--- src/rtl/blinds_ctrl.sv ---
// Roller-blind position sequencer: arbitrates manual/automatic requests and steps {a,b} one quarter at a time.
// Optional obstruction abort (obstruct input, fault output) is enabled with `define BLINDS_OBSTRUCT_EN.
module blinds_ctrl #(
    parameter int STEP_CYCLES = 8,
    parameter int CNT_W       = 16
) (
    input  logic       clk,
    input  logic       rst_n,
`ifdef BLINDS_OBSTRUCT_EN
    input  logic       obstruct,
    output logic       fault,
`endif
    input  logic       man_req,
    input  logic [1:0] man_pos,
    input  logic       auto_req,
    input  logic [1:0] auto_pos,
    output logic       man_ack,
    output logic       auto_ack,
    output logic       a,
    output logic       b,
    output logic       moving,
    output logic       dir_up,
    output logic       done
);

    typedef enum logic [1:0] {IDLE, MOVE, DONE} state_t;

    localparam logic [CNT_W-1:0] LAST_TICK = CNT_W'(STEP_CYCLES - 1);

    state_t           state_reg, state_next;
    logic [1:0]       pos_reg, pos_next;
    logic [1:0]       target_reg, target_next;
    logic [CNT_W-1:0] timer_reg, timer_next;
    logic             dir_reg, dir_next;
    logic             man_ack_reg, man_ack_next;
    logic             auto_ack_reg, auto_ack_next;
    logic [1:0]       tgt;
    logic [1:0]       step_pos;
    logic             abort;

`ifdef BLINDS_OBSTRUCT_EN
    logic fault_reg, fault_next;
    assign abort = obstruct;
    assign fault = fault_reg;
`else
    assign abort = 1'b0;
`endif

    always_comb begin
        state_next    = state_reg;
        pos_next      = pos_reg;
        target_next   = target_reg;
        timer_next    = timer_reg;
        dir_next      = dir_reg;
        man_ack_next  = 1'b0;
        auto_ack_next = 1'b0;
        tgt           = target_reg;
        step_pos      = pos_reg;
`ifdef BLINDS_OBSTRUCT_EN
        fault_next    = fault_reg;
`endif
        case (state_reg)
            IDLE: begin
                if (man_req || auto_req) begin
                    if (man_req) begin
                        man_ack_next = 1'b1;
                        tgt          = man_pos;
                    end else begin
                        auto_ack_next = 1'b1;
                        tgt           = auto_pos;
                    end
                    target_next = tgt;
`ifdef BLINDS_OBSTRUCT_EN
                    fault_next  = 1'b0;
`endif
                    if (tgt == pos_reg) begin
                        state_next = DONE;
                    end else begin
                        state_next = MOVE;
                        timer_next = '0;
                        dir_next   = (tgt > pos_reg);
                    end
                end
            end
            MOVE: begin
                // Manual override retargets immediately; the ack cycle itself is not re-sampled.
                if (man_req && !man_ack_reg) begin
                    man_ack_next = 1'b1;
                    tgt          = man_pos;
                    target_next  = man_pos;
`ifdef BLINDS_OBSTRUCT_EN
                    fault_next   = 1'b0;
`endif
                end
                if (abort) begin
                    state_next = IDLE;
                    timer_next = '0;
`ifdef BLINDS_OBSTRUCT_EN
                    fault_next = 1'b1;
`endif
                end else if (timer_reg == LAST_TICK) begin
                    timer_next = '0;
                    step_pos   = dir_reg ? pos_reg + 2'd1 : pos_reg - 2'd1;
                    pos_next   = step_pos;
                    if (step_pos == tgt) begin
                        state_next = DONE;
                    end else begin
                        dir_next = (tgt > step_pos);
                    end
                end else begin
                    timer_next = timer_reg + 1'b1;
                end
            end
            DONE: begin
                state_next = IDLE;
            end
            default: begin
                state_next = IDLE;
            end
        endcase
    end

    always_ff @(posedge clk or negedge rst_n) begin
        if (!rst_n) begin
            state_reg    <= IDLE;
            pos_reg      <= 2'd0;
            target_reg   <= 2'd0;
            timer_reg    <= '0;
            dir_reg      <= 1'b0;
            man_ack_reg  <= 1'b0;
            auto_ack_reg <= 1'b0;
        end else begin
            state_reg    <= state_next;
            pos_reg      <= pos_next;
            target_reg   <= target_next;
            timer_reg    <= timer_next;
            dir_reg      <= dir_next;
            man_ack_reg  <= man_ack_next;
            auto_ack_reg <= auto_ack_next;
        end
    end

`ifdef BLINDS_OBSTRUCT_EN
    always_ff @(posedge clk or negedge rst_n) begin
        if (!rst_n) begin
            fault_reg <= 1'b0;
        end else begin
            fault_reg <= fault_next;
        end
    end
`endif

    assign a        = pos_reg[1];
    assign b        = pos_reg[0];
    assign moving   = (state_reg == MOVE);
    assign done     = (state_reg == DONE);
    assign dir_up   = dir_reg;
    assign man_ack  = man_ack_reg;
    assign auto_ack = auto_ack_reg;

endmodule
--- config.mk ---
export PLATFORM = sky130hd
export DESIGN_NAME = blinds_ctrl
export DESIGN_NICKNAME = d
export VERILOG_FILES = /design/src/rtl/blinds_ctrl.sv
export SDC_FILE = /design/constraint.sdc
export NUM_CORES = 1
export LEC_CHECK = 0
export ABC_CLOCK_PERIOD_IN_PS = 2550
export CORE_ASPECT_RATIO = 1.4
export CORE_MARGIN = 4
export CORE_UTILIZATION = 53
export DETAILED_ROUTE_END_ITERATION = 12
export PLACE_DENSITY = 0.86
export SYNTH_ARGS = -nofsm -noshare
export SYNTH_HDL_FRONTEND = slang
export SYNTH_SLANG_ARGS = --single-unit
export TNS_END_PERCENT = 10
--- constraint.sdc ---
create_clock -name clk -period 2.55 [get_ports clk]
set_input_delay 0.51 -clock clk [delete_from_list [all_inputs] [get_ports clk]]
set_output_delay 0.51 -clock clk [all_outputs]
set_load 0.05 [all_outputs]
==> results by group <==
Run status
  – Status: complete, no violations

CTS
  – Number of hold buffers added after CTS: 0
  – H-tree depth: 1
  – Total CTS buffers: 3
  – CTS tree: yes
  – Max clock buf depth: 2
  – Root Buffer: clkbuf_4
  – Total clock sinks: 25
  – Clk slew on worst S/H paths: ~0.14 ns
  – Clk Latency, worst-skew pair: ~0.33 ns

Global routing
  – Largest net degree at the start of global routing: 26
  – Total track usage: roughly a fifth
  – Vias in the first global route: approximately 1,200
  – Initial antenna violation count: 0
  – GR Overflow Total: 0
  – First-pass GRT wire length: around 5500 um

Setup path
  – Reg2reg start: man_ack$_DFF_PN0_
  – Crit path capture type: register
  – CP Class: in2reg
  – Required time worst endpoint: 2.81 ns
  – Reg2reg setup slack: around 0.63 ns
  – Worst Path Max Fanout: 7
  – Worst Setup Start Kind: primary input
  – Worst EP arrival: around 2.7 ns
  – R2R Path End: dir_up$_DFFE_PN0P_
  – Crit path from: man_req
  – Worst reg2reg path depth: 7

Floorplan
  – IO Pins: 15
  – Die Height: roughly 70 um
  – Die footprint: about 3600 sq um
  – Starting Density: 55.1%
  – Core area: roughly 2600 sq um
  – Rows: 22
  – Die width: 52.1 um

STA
  – Final worst path period share: a little under 100%
  – FMAX: around 0.41 GHz
  – Final setup viols: 0
  – Pins Over Slew Limit: 0
  – Setup TNS: 0 ns
  – Final Skew: 0.0100 ns
  – Slew @ Worst Pin: roughly 0.60 ns
  – Post-layout min period: between 2 and 2.5 ns
  – Slew HR: between 50% and 60%
  – Fin. Hold Viols: 0

Yosys
  – Number of synthesized flops with an enable pin: 0
  – Synth Register Bits: 25
  – Synth Flop Type: dfrtp_1
  – Register area share after synthesis: a little over two fifths
  – Post-synth top area share: a little over two fifths
  – Area leader, netlist: dfrtp_1
  – Most frequent cell after synthesis: dfrtp_1
  – Unique masters post-synth: 40
  – Cell area after synthesis: 1440 sq um
  – Syn_area_per_cell: 10.2 sq um
  – Post-synth top cells: dfrtp_1 (25), nor2_1 (10), a21oi_1 (9)
  – Fraction of registers with async set/reset: 100%
  – Ranking of synthesized cells by area: dfrtp_1 (43%), ha_1 (4.3%), xor2_1 (4.3%), mux2i_1 (3.5%), a21oi_1 (3.1%)
  – Post-Syn Instances: ~140
  – Syn_nets: roughly 150
  – Yosys warning total: 0

Final layout
  – Fillcell total: approximately 180
  – Max reg flops: 16
  – Area Growth Syn to Fin: 20.4%
  – Ant. Diodes: 0
  – Share of cells above drive strength 1: ~16%
  – Core Util, Final: between 60% and 70%
  – Non-filler cells, final: between 200 and 250
  – Nets: between 150 and 200

Routing
  – Highest routed layer: met4
  – Initial DRC count: 41
  – Met2 WL post-DR: about 1700 um
  – DR vias: roughly 1,200
  – Met3 wire len: 85 um
  – Total wire length: about 3200 um
  – DRC viols: 0
  – Vias per inst: 6.06
  – Antenna viol nets, final: 0
  – Wire length per cell: between 15 and 20 um
  – DRT Pass-1 Iters: 5
  – Met1 wire length: between 1000 and 1500 um

Placement
  – Detailed Place HPWL: between 2000 and 2500 um
  – Placed cell count: about 200
  – Global placer's final weighted congestion: around 0.83
  – PortBufs: 14

Power
  – Power Total: 0.00177 W
  – LEAKAGE: approximately 0.75 nW
  – Peak supply drop: ~0.9 mV
  – PwrDens: ~1000 nW/um^2

Flow run
  – Max cap viols: 0

Hold path
  – Hold Path Class: in2async
-- worst max-delay path by stage --
stage | depth (start not counted) | endpoint
final | 9 | timer_reg[10]$_DFFE_PN0P_
after global routing | 9 | timer_reg[10]$_DFFE_PN0P_
after CTS | 8 | timer_reg[14]$_DFFE_PN0P_
after detailed placement | 7 | timer_reg[2]$_DFFE_PN0P_
after global placement | 8 | timer_reg[12]$_DFFE_PN0P_
after floorplan | 7 | timer_reg[11]$_DFFE_PN0P_
-- routing by layer --
metal	track usage [%]	vias to the layer above
met5	0	-
met4	9.62	0
met3	2.15	4
met2	33.3	31
met1	24.5	609
li1	-	581
-- cells in the final DEF, fill, tap and decap left out, drive strengths merged, types with 2 or more instances in the layout --
cell / count
mux2i: 5
o21ai: 7
inv: 6
xnor2: 3
or3: 4
nor2: 11
buf: 13
nand2b: 3
o211ai: 4
o31ai: 4
nor3: 3
nand3: 3
o22ai: 2
o2111ai: 3
xor2: 7
ha: 5
or4: 3
nor4: 2
dfrtp: 25
mux2: 4
clkdlybuf4s50: 12
and3: 2
nand4: 2
clkbuf: 3
a21oi: 9
and2: 2
nand2: 6
and4: 2
-- cells by family (layout without fill, tap and decap cells) --
kind of cell / after synthesis / count (layout) / share of synthesized area, %
AO/OA/AOI/OAI: 34 / 34 / 17.0
XOR/XNOR: 10 / 10 / 6.08
adder cells (fa/ha/maj): 5 / 5 / 4.34
buffers and inverters: 11 / 36 / 3.82
flip-flops: 25 / 25 / 43.4
multiplexers: 9 / 9 / 6.60
AND/OR/NAND/NOR: 47 / 47 / 18.7
-- critical path, cell delays in order --
cell and delay (ns):
clkdlybuf4s50_1 0.53, buf_4 0.14, mux2i_1 0.23, ha_1 0.31, a2bb2oi_4 0.18, buf_4 0.17
o2111ai_2 0.15, or3_1 0.34, a21oi_1 0.14
-- power by group --
part / leakage (nW) / internal (W) / switching, W
Combinational: 0.407 / 0.000443 / 0.000557
Clock: 0.0177 / 0.0000590 / 0.000121
Sequential: 0.325 / 0.000491 / 0.0000933
-- cell type report --
type	instances	area [sq um]	share of cell area (%)
Clock buffer	3	22.5	1.30
Clock inverter	1	5.00	0.289
Inverter	6	22.5	1.30
Multi-Input combinational cell	105	783	45.2
Sequential cell	25	626	36.1
Tap cell	36	45.0	2.60
Timing Repair Buffer	26	230	13.3
-- per-stage QoR --
stage	cell area, sq um	setup slack [ns]	hold WS [ns]
after floorplan	1440	0.177	0.214
after global placement	1680	-0.209	0.492
after detailed placement	1680	-0.261	0.511
after CTS	1710	0.0920	0.533
after global routing	1730	-0.0122	0.543
final	1730	0.0990	0.527
-- what timing repair did --
action	4_1_cts	5_1_grt
resized for setup	0	4
setup endpoints to repair	0	11
setup buffers	0	0
Note: power is estimated with default switching activity, not from simulation.
